## src/rtl/pio_irq_dbnc.sv

```systemverilog
// -----------------------------------------------------------------------------
// pio_irq_dbnc
//   Avalon-MM parallel I/O slave with per-bit input synchronisation and
//   debounce, sticky edge capture on a selectable edge, a masked level
//   interrupt and atomic set/clear of output bits.
//
// Ports
//   clk_clk         system clock, rising edge
//   reset_reset_n   asynchronous active-low reset
//   avs_address     word address (8 registers)
//   avs_read        read strobe, readdata valid one cycle later
//   avs_write       write strobe
//   avs_writedata   write data (bits above a register's width ignored)
//   avs_readdata    registered read data, holds until the next read
//   irq             |(edge_cap & irq_mask), level, active-high
//   pio_out_export  output pins, driven straight from the DATA_OUT register
//   pio_in_export   asynchronous input pins
// -----------------------------------------------------------------------------
module pio_irq_dbnc #(
    parameter int unsigned          WIDTH_OUT       = 8,
    parameter int unsigned          WIDTH_IN        = 8,
    parameter logic [WIDTH_OUT-1:0] OUT_RESET       = '0,
    parameter int unsigned          SYNC_STAGES     = 2,
    parameter int unsigned          DEBOUNCE_CYCLES = 1,
    parameter int unsigned          EDGE_MODE       = 0
) (
    input  logic                 clk_clk,
    input  logic                 reset_reset_n,
    input  logic [2:0]           avs_address,
    input  logic                 avs_read,
    input  logic                 avs_write,
    input  logic [31:0]          avs_writedata,
    output logic [31:0]          avs_readdata,
    output logic                 irq,
    output logic [WIDTH_OUT-1:0] pio_out_export,
    input  logic [WIDTH_IN-1:0]  pio_in_export
);

    localparam int unsigned    CNT_W    = $clog2(DEBOUNCE_CYCLES + 1);
    localparam logic [CNT_W-1:0] CNT_LAST = CNT_W'(DEBOUNCE_CYCLES - 1);

    localparam logic [2:0] ADDR_DATA_IN  = 3'd0;
    localparam logic [2:0] ADDR_DATA_OUT = 3'd1;
    localparam logic [2:0] ADDR_OUT_SET  = 3'd2;
    localparam logic [2:0] ADDR_OUT_CLR  = 3'd3;
    localparam logic [2:0] ADDR_IRQ_MASK = 3'd4;
    localparam logic [2:0] ADDR_EDGE_CAP = 3'd5;
    localparam logic [2:0] ADDR_CONFIG   = 3'd6;

    localparam logic [31:0] CONFIG_WORD = {16'(DEBOUNCE_CYCLES), 2'b00,
                                           2'(EDGE_MODE), 6'(WIDTH_OUT),
                                           6'(WIDTH_IN)};

    logic [WIDTH_IN-1:0]  sync_q [SYNC_STAGES];
    logic [CNT_W-1:0]     cnt_q  [WIDTH_IN];
    logic [CNT_W-1:0]     cnt_d  [WIDTH_IN];
    logic [WIDTH_IN-1:0]  stable_q, stable_d;
    logic [WIDTH_IN-1:0]  edge_cap_q, edge_cap_d, edge_hit, w1c_mask;
    logic [WIDTH_IN-1:0]  irq_mask_q;
    logic [WIDTH_OUT-1:0] out_d;
    logic [WIDTH_IN-1:0]  sync_now;
    logic [31:0]          rd_mux;

    // Every write-data bit is folded here so partially used words stay lint-quiet.
    logic unused_wdata;
    assign unused_wdata = ^avs_writedata;

    assign sync_now = sync_q[SYNC_STAGES-1];

    // NOTE: the synchroniser and counter arrays are reset like ordinary flops,
    // so a reset in the middle of a debounce window discards the partial count.
    // NOTE: sequential state is assigned with <= only; blocking assignments are
    // kept to the combinational next-state blocks.
    always_ff @(posedge clk_clk or negedge reset_reset_n) begin
        if (!reset_reset_n) begin
            for (int s = 0; s < SYNC_STAGES; s++) sync_q[s] <= '0;
        end else begin
            sync_q[0] <= pio_in_export;
            for (int s = 1; s < SYNC_STAGES; s++) sync_q[s] <= sync_q[s-1];
        end
    end

    // Debounce: a bit is accepted once sync has differed from stable for
    // DEBOUNCE_CYCLES consecutive edges; any return to stable restarts it.
    // NOTE: every variable gets a default at the top of the block so no path
    // leaves one unassigned and no latch is inferred.
    always_comb begin
        stable_d = stable_q;
        for (int i = 0; i < WIDTH_IN; i++) begin
            cnt_d[i] = '0;
            if (sync_now[i] != stable_q[i]) begin
                if (cnt_q[i] == CNT_LAST) stable_d[i] = sync_now[i];
                else                      cnt_d[i]    = cnt_q[i] + CNT_W'(1);
            end
        end
    end

    // Transition qualifier chosen at elaboration time.
    always_comb begin
        case (EDGE_MODE)
            0:       edge_hit = stable_d & ~stable_q;
            1:       edge_hit = ~stable_d & stable_q;
            default: edge_hit = stable_d ^ stable_q;
        endcase
    end

    // W1C is applied first and the new edge ORed after, so a coincident
    // capture always survives the clear.
    always_comb begin
        w1c_mask = '0;
        if (avs_write && avs_address == ADDR_EDGE_CAP)
            w1c_mask = avs_writedata[WIDTH_IN-1:0];
        edge_cap_d = (edge_cap_q & ~w1c_mask) | edge_hit;
    end

    always_comb begin
        out_d = pio_out_export;
        if (avs_write) begin
            case (avs_address)
                ADDR_DATA_OUT: out_d = avs_writedata[WIDTH_OUT-1:0];
                ADDR_OUT_SET:  out_d = pio_out_export | avs_writedata[WIDTH_OUT-1:0];
                ADDR_OUT_CLR:  out_d = pio_out_export & ~avs_writedata[WIDTH_OUT-1:0];
                default:       out_d = pio_out_export;
            endcase
        end
    end

    // Read mux sees only pre-edge register values, so a read that coincides
    // with a write or a capture returns the old contents.
    always_comb begin
        rd_mux = '0;
        case (avs_address)
            ADDR_DATA_IN:  rd_mux[WIDTH_IN-1:0]  = stable_q;
            ADDR_DATA_OUT: rd_mux[WIDTH_OUT-1:0] = pio_out_export;
            ADDR_IRQ_MASK: rd_mux[WIDTH_IN-1:0]  = irq_mask_q;
            ADDR_EDGE_CAP: rd_mux[WIDTH_IN-1:0]  = edge_cap_q;
            ADDR_CONFIG:   rd_mux                = CONFIG_WORD;
            default:       rd_mux                = '0;
        endcase
    end

    always_ff @(posedge clk_clk or negedge reset_reset_n) begin
        if (!reset_reset_n) begin
            for (int i = 0; i < WIDTH_IN; i++) cnt_q[i] <= '0;
            stable_q       <= '0;
            edge_cap_q     <= '0;
            irq_mask_q     <= '0;
            pio_out_export <= OUT_RESET;
            avs_readdata   <= '0;
        end else begin
            for (int i = 0; i < WIDTH_IN; i++) cnt_q[i] <= cnt_d[i];
            stable_q       <= stable_d;
            edge_cap_q     <= edge_cap_d;
            pio_out_export <= out_d;
            if (avs_write && avs_address == ADDR_IRQ_MASK)
                irq_mask_q <= avs_writedata[WIDTH_IN-1:0];
            if (avs_read)
                avs_readdata <= rd_mux;
        end
    end

    // Decoded straight from flops so a capture or an unmasking write shows
    // up in the cycle right after its edge.
    assign irq = |(edge_cap_q & irq_mask_q);

endmodule

```

## config.mk

```make
export PLATFORM = sky130hd
export DESIGN_NAME = pio_irq_dbnc
export DESIGN_NICKNAME = d
export VERILOG_FILES = /design/src/rtl/pio_irq_dbnc.sv
export SDC_FILE = /design/constraint.sdc
export NUM_CORES = 1
export LEC_CHECK = 0
export ABC_AREA = 0
export BUFFER_PORTS_ARGS = -buffer_cell sky130_fd_sc_hd__buf_2
export CAP_MARGIN = 20
export CORE_MARGIN = 5
export CORE_UTILIZATION = 49
export CTS_CLUSTER_DIAMETER = 120
export DETAILED_ROUTE_END_ITERATION = 7
export PLACE_DENSITY = 0.83
export SYNTH_ARGS = -nofsm -noshare
export SYNTH_HDL_FRONTEND = slang
export SYNTH_SLANG_ARGS = --single-unit
```

## constraint.sdc

```tcl
create_clock -name clk_clk -period 1.37 [get_ports clk_clk]
set_clock_uncertainty 0.1 [all_clocks]
set_input_delay 0.137 -clock clk_clk [delete_from_list [all_inputs] [get_ports clk_clk]]
set_output_delay 0.137 -clock clk_clk [all_outputs]
set_load 0.01 [all_outputs]
```

==> flow_metrics.tcl, run 1 <==
set metrics [dict create \
    r2r-end "avs_readdata[7]" \
    num_rows 25 \
    io_buffers 41 \
    synth_cells 196 \
    slew_viol_final 0 \
    drc 0 \
    crit_start "edge_cap_q[7]" \
    netlist.area_leader.share 0.578 \
    antenna_left 0 \
    path_max_fanout 2 \
    drive_above_1_share 0.336 \
    mostFrequentLayoutCells "dfrtp_1, buf_2, inv_1, conb_1, dlygate4sd3_1" \
    grt_pass1_wl_um 8070 \
    clkLatencyLatePin_ns 0.33 \
    rsz0062_at_grt "yes" \
    cts_made_buffers 9 \
    clk_path_buf_depth 2 \
    dpl_cell_area_um2 2690 \
    power_leakage_nw 1.52 \
    synth_warnings 0 \
    clkTransAtPathRegs_ns 0.06 \
    synth_top_cells_by_area "dfrtp_1, buf_4, a22o_1, mux4_1, inv_1" \
    hp-start "avs_read" \
    dp_hpwl_um 3490 \
    vias_per_cell 4.89 \
    finalCritPeriodShare 1.10 \
    final_util 0.637 \
    place_congestion 0.783 \
    p_per_area_nw_per_um2 1310 \
    synth_area_um2 2470 \
    avgRoutedWirePerCell_um 15.0 \
    endpoint_kind "primary output" \
    synth_cell_types 29 \
    nFillCells 394 \
    final_common_cell "dfrtp_1" \
    r2r-start "edge_cap_q[7]" \
    htreeDepth 3 \
    start_kind "flip-flop" \
    grt_max_degree 58 \
    violations "negative setup slack" \
    yosys_register_bits 57 \
    synth_area_leader_cell "dfrtp_1" \
    start_util 0.512 \
    syn_to_final_growth_pct 24.5 \
    dieArea_um2 6550 \
    place_inst 299 \
    fp.dieW_um 80.9 \
    grt_antenna_before_repair 0 \
    core_area_um2 4820 \
    grt_pass1_vias 1673 \
    arrival_ns 1.27 \
    p_int_mw 2.98 \
    fin_nets 312 \
    cts_tree "built" \
    setup_viol 1 \
    yosysSeqAreaShare 0.578 \
    fin_ws_ns -0.142 \
    outcome "complete, but fails checks" \
    die_y_um 80.9 \
    vias 1639 \
    holdPathEnd "avs_readdata[1]" \
    syn_avg_cell_area_um2 12.6 \
    grtUsageTotal 0.167 \
    grt.overflow.total 0 \
    drt_iter0_drc 142 \
    antennaDiodeCount 0 \
    comb_power_share 0.174 \
    post-route-min-period_ns 1.51 \
    clkPwrFrac 0.329 \
    critPathRequiredTime_ns 1.13 \
    max_freq_mhz 661 \
    r2r_slack_ns 0.01 \
    p_sw_mw 1.04 \
    drt_first_pass_iters 4 \
    cts_sinks 57 \
    vdd_drop_max_uv 832 \
    final_area_um2 3070 \
    crit_type "reg2out" \
    max_cap_viol_count 0 \
    root_buffer "clkbuf_8" \
    stdcell_count 335 \
    finalPower_mw 4.03 \
    worstRegToRegCells 4 \
    hold_violations 0 \
    wl_um 5030 \
    hp-class "in2reg" \
    p_sw_frac 0.259 \
    pwr-share-seq 0.498 \
    pin_count 88 \
    whs_path_depth 2 \
]
## sequential cells by signal, summed over array words and instances, names as in the netlist
register,cells
edge_cap_q,8
irq_mask_q,8
pio_out_export,8
sync_now,8
stable_q,8
avs_readdata,9
sync_q,8
## synthesized netlist by cell type, drive strengths merged
master  instances
and4b           1
a22oi           4
inv            25
nand4           1
nand2          11
o22ai           7
conb            1
buf            29
a22o           16
a211oi          1
o32ai           1
mux2i           1
mux2            8
nor3            2
and3b           1
mux4            7
clkbuf         10
and3            1
o31ai           1
o21ai           8
o22a            1
xor2            1
dfrtp          57
nand2b          1
## through the flow
step	worst slack [ns]	hold WS (ns)	setup TNS, ns
2_1_floorplan	0.0959	-0.259	0
3_3_place_gp	-0.0267	0.0540	-0.0528
3_5_place_dp	-0.0538	0.0564	-0.108
4_1_cts	-0.131	0.0543	-0.131
5_1_grt	-0.217	0.0837	-0.259
6_report	-0.142	0.0722	-0.142
## repair_timing
action	CTS	global route
hold buffers	17	0
buffers inserted	4	2
pin swaps	2	2
gates resized for setup	5	5
endpoints found under the hold margin	81	0
setup endpoints to repair	1	4
## kinds of logic (layout without fill, tap and decap cells)
logic type / count (synthesis) / after routing / synth area share
buffers and inverters: 64 / 115 / 0.148
XOR/XNOR: 1 / 1 / 0.00355
flip-flops: 57 / 57 / 0.578
multiplexers: 16 / 16 / 0.112
AO/OA/AOI/OAI: 39 / 39 / 0.116
other: 1 / 22 / 0.00152
AND/OR/NAND/NOR: 18 / 18 / 0.0406
## power groups by stage
stage | combinational [mW] | clock, mW | sequential (mW)
final | 0.700 | 1.32 | 2.00
after global routing | 0.769 | 1.43 | 2.03
after CTS | 0.690 | 1.35 | 2.00
after detailed placement | 0.604 | 0 | 2.03
after global placement | 0.584 | 0 | 2.01
after floorplan | 0.381 | 0 | 2.03
## critical path, cell delays in order (launching register included)
cell and delay [ns]:
dfrtp_1 0.39, a22oi_2 0.23, nand4_1 0.16, buf_2 0.17
## routing by layer
| metal | part of all wire | GRT usage | up-vias |
|---|---|---|---|
| met5 | 0 | 0 | - |
| met4 | 0.016 | 0.0861 | 0 |
| met3 | 0.078 | 0.0410 | 8 |
| met2 | 0.48 | 0.256 | 65 |
| met1 | 0.43 | 0.222 | 808 |
| li1 | - | - | 758 |
## how the worst max path moves through the flow
stage | end | slack, ns | cells past startpoint
after floorplan | irq_mask_q[0] | 0.1 | 4
after global placement | avs_readdata[0] | -0.03 | 4
after detailed placement | avs_readdata[0] | -0.05 | 4
after CTS | irq | -0.13 | 3
after global routing | irq | -0.22 | 3
final | irq | -0.14 | 3
## cell type report
class | instances | area, µm² | area share
flip-flops and latches | 57 | 1430 | 0.465
multi-input cells | 96 | 764 | 0.249
repair buffers | 76 | 539 | 0.176
clock buffers | 14 | 163 | 0.0530
inverters | 25 | 93.8 | 0.0306
well taps | 67 | 83.8 | 0.0273
Power figures use the tool's default switching activity.
==> inputs of run 2 (changes only) <==
BUFFER_PORTS_ARGS = unset   (was -buffer_cell sky130_fd_sc_hd__buf_2)
CORE_UTILIZATION = 62   (was 49)
DONT_BUFFER_PORTS = 1   (was unset)
PLACE_DENSITY = 0.82   (was 0.83)
==> flow_metrics.tcl, run 2 (synthesis gave the netlist of run 1 again) <==
set metrics [dict create \
    hp-class "in2async" \
    path_max_fanout 2 \
    syn_to_final_growth_pct 14.2 \
    wl_um 5100 \
    fin_ws_ns -0.0542 \
    cp_top_family "flip-flops" \
    p_per_area_nw_per_um2 1450 \
    critPathCapture "irq" \
    cts_sinks 57 \
    grt.overflow.total 0 \
    crit_start "edge_cap_q[6]" \
    r2r-end "avs_readdata[6]" \
    io_buffers 0 \
    outcome "complete, but fails checks" \
    dp_hpwl_um 3310 \
    cp_num_cells 2 \
    path_buf_inv 0 \
    clkPwrFrac 0.374 \
    drc 0 \
    finalCritPeriodShare 1.04 \
    r2r-start "edge_cap_q[6]" \
    grt_pass1_wl_um 8340 \
    vias 1548 \
    grtUsageTotal 0.215 \
    fp.dieW_um 73.1 \
    slew_viol_final 0 \
    clkLatencyLatePin_ns 0.33 \
    root_buffer "clkbuf_8" \
    grt_max_degree 58 \
    p_sw_frac 0.245 \
    top_register "avs_readdata" \
    antenna_left 0 \
    drt_iter0_drc 98 \
    worst_hold_slack_ns -0.608 \
    max_cap_viol_count 0 \
    endpoint_kind "primary output" \
    final_common_cell "dfrtp_1" \
    grt_antenna_before_repair 0 \
    largest_reg_flops 9 \
    num_rows 23 \
    fin_nets 265 \
    slowest_delay_ns 0.40 \
    r2r_slack_ns 0.03 \
    arrival_ns 1.19 \
    drt_first_pass_iters 5 \
    comb_power_share 0.131 \
    rsz0062_at_grt "yes" \
    avgRoutedWirePerCell_um 18.8 \
    max_freq_mhz 702 \
    cp_cell_sequence "a22oi_2 > nand4_1" \
    clkTransAtPathRegs_ns 0.06 \
    vdd_drop_max_uv 916 \
    worstRegToRegCells 4 \
    vias_per_cell 5.69 \
    power_leakage_nw 1.34 \
    grt_pass1_vias 1655 \
    start_kind "flip-flop" \
    place_congestion 0.785 \
    finalPower_mw 4.09 \
    p_sw_mw 1.00 \
    start_util 0.630 \
    hold_violations 57 \
    nFillCells 274 \
    pwr-share-seq 0.495 \
    dieArea_um2 5340 \
    core_area_um2 3910 \
    p_int_mw 3.09 \
    antennaDiodeCount 0 \
    clk_path_buf_depth 2 \
    drive_above_1_share 0.171 \
    htreeDepth 3 \
    cts_made_buffers 9 \
    die_y_um 73.1 \
    setup_viol 1 \
    holdBufCountCts 20 \
    mostFrequentLayoutCells "dfrtp_1, inv_1, conb_1, dlygate4sd3_1, a22o_1" \
    critPathRequiredTime_ns 1.13 \
    crit_slowest_cell "dfrtp_1" \
    place_ws_ns 0.104 \
    cts_tree "built" \
    pin_count 88 \
    crit_type "reg2out" \
    post-route-min-period_ns 1.42 \
    violations "negative hold slack, negative setup slack" \
]
## run 2: cell count changes in the layout (fill, tap and decap cells not counted), sizes merged
cell	delta
buf	-50
bufinv	+1
clkbuf	-2
clkinv	+2
dlygate4sd3	+3
## run 2: worst register-to-register path, cell delays in order (launching register included)
cell and delay, ns:
dfrtp_1 0.40, buf_4 0.14, mux4_2 0.46, inv_2 0.06, o22ai_1 0.05
## run 2: final cells by class
type	count	area [µm²]	share of cell area
Sequential cell	57	1430	0.507
Multi-Input combinational cell	96	769	0.273
Timing Repair Buffer	29	268	0.0951
Clock buffer	12	155	0.0551
Inverter	25	93.8	0.0333
Tap cell	50	62.6	0.0222
Clock inverter	3	40.0	0.0142
## run 2: worst min path at each step
stage,start,endpoint
6_report,reset_reset_n,irq_mask_q[3]
5_1_grt,reset_reset_n,stable_q[2]
4_1_cts,reset_reset_n,avs_readdata[1]
3_5_place_dp,reset_reset_n,stable_q[0]
3_3_place_gp,reset_reset_n,pio_out_export[0]
2_1_floorplan,reset_reset_n,avs_readdata[0]
## run 2: what timing repair did
action                                  4_1_cts  5_1_grt
buffers inserted                              1        0
hold endpoints to repair                     98       57
resized for setup                             3        1
pin swaps                                     2        2
endpoints found under the setup margin        1        2
## run 2: per-layer routing
metal  track usage  share of wire
met2         0.317           0.49
met1         0.259           0.37
met4         0.121          0.041
met5             0              0
met3         0.101           0.11
## run 2: metrics by stage
step,area [µm²],hold WS [ns],TNS (ns),cells,util
5_1_grt,2820,-0.631,-0.116,272,0.719
6_report,2820,-0.608,-0.0542,272,0.719
3_5_place_dp,2400,-0.258,0,236,0.613
2_1_floorplan,2540,-0.259,0,217,-
3_3_place_gp,2400,-0.257,0,236,0.613
4_1_cts,2820,-0.618,-0.0323,272,0.719
## run 2: power groups by stage
stage | Combinational (mW) | Sequential, mW | Clock (mW)
after floorplan | 0.381 | 2.03 | 0
after global placement | 0.435 | 2.03 | 0
after detailed placement | 0.456 | 2.04 | 0
after CTS | 0.530 | 2.02 | 1.56
after global routing | 0.587 | 2.05 | 1.65
final | 0.537 | 2.03 | 1.53
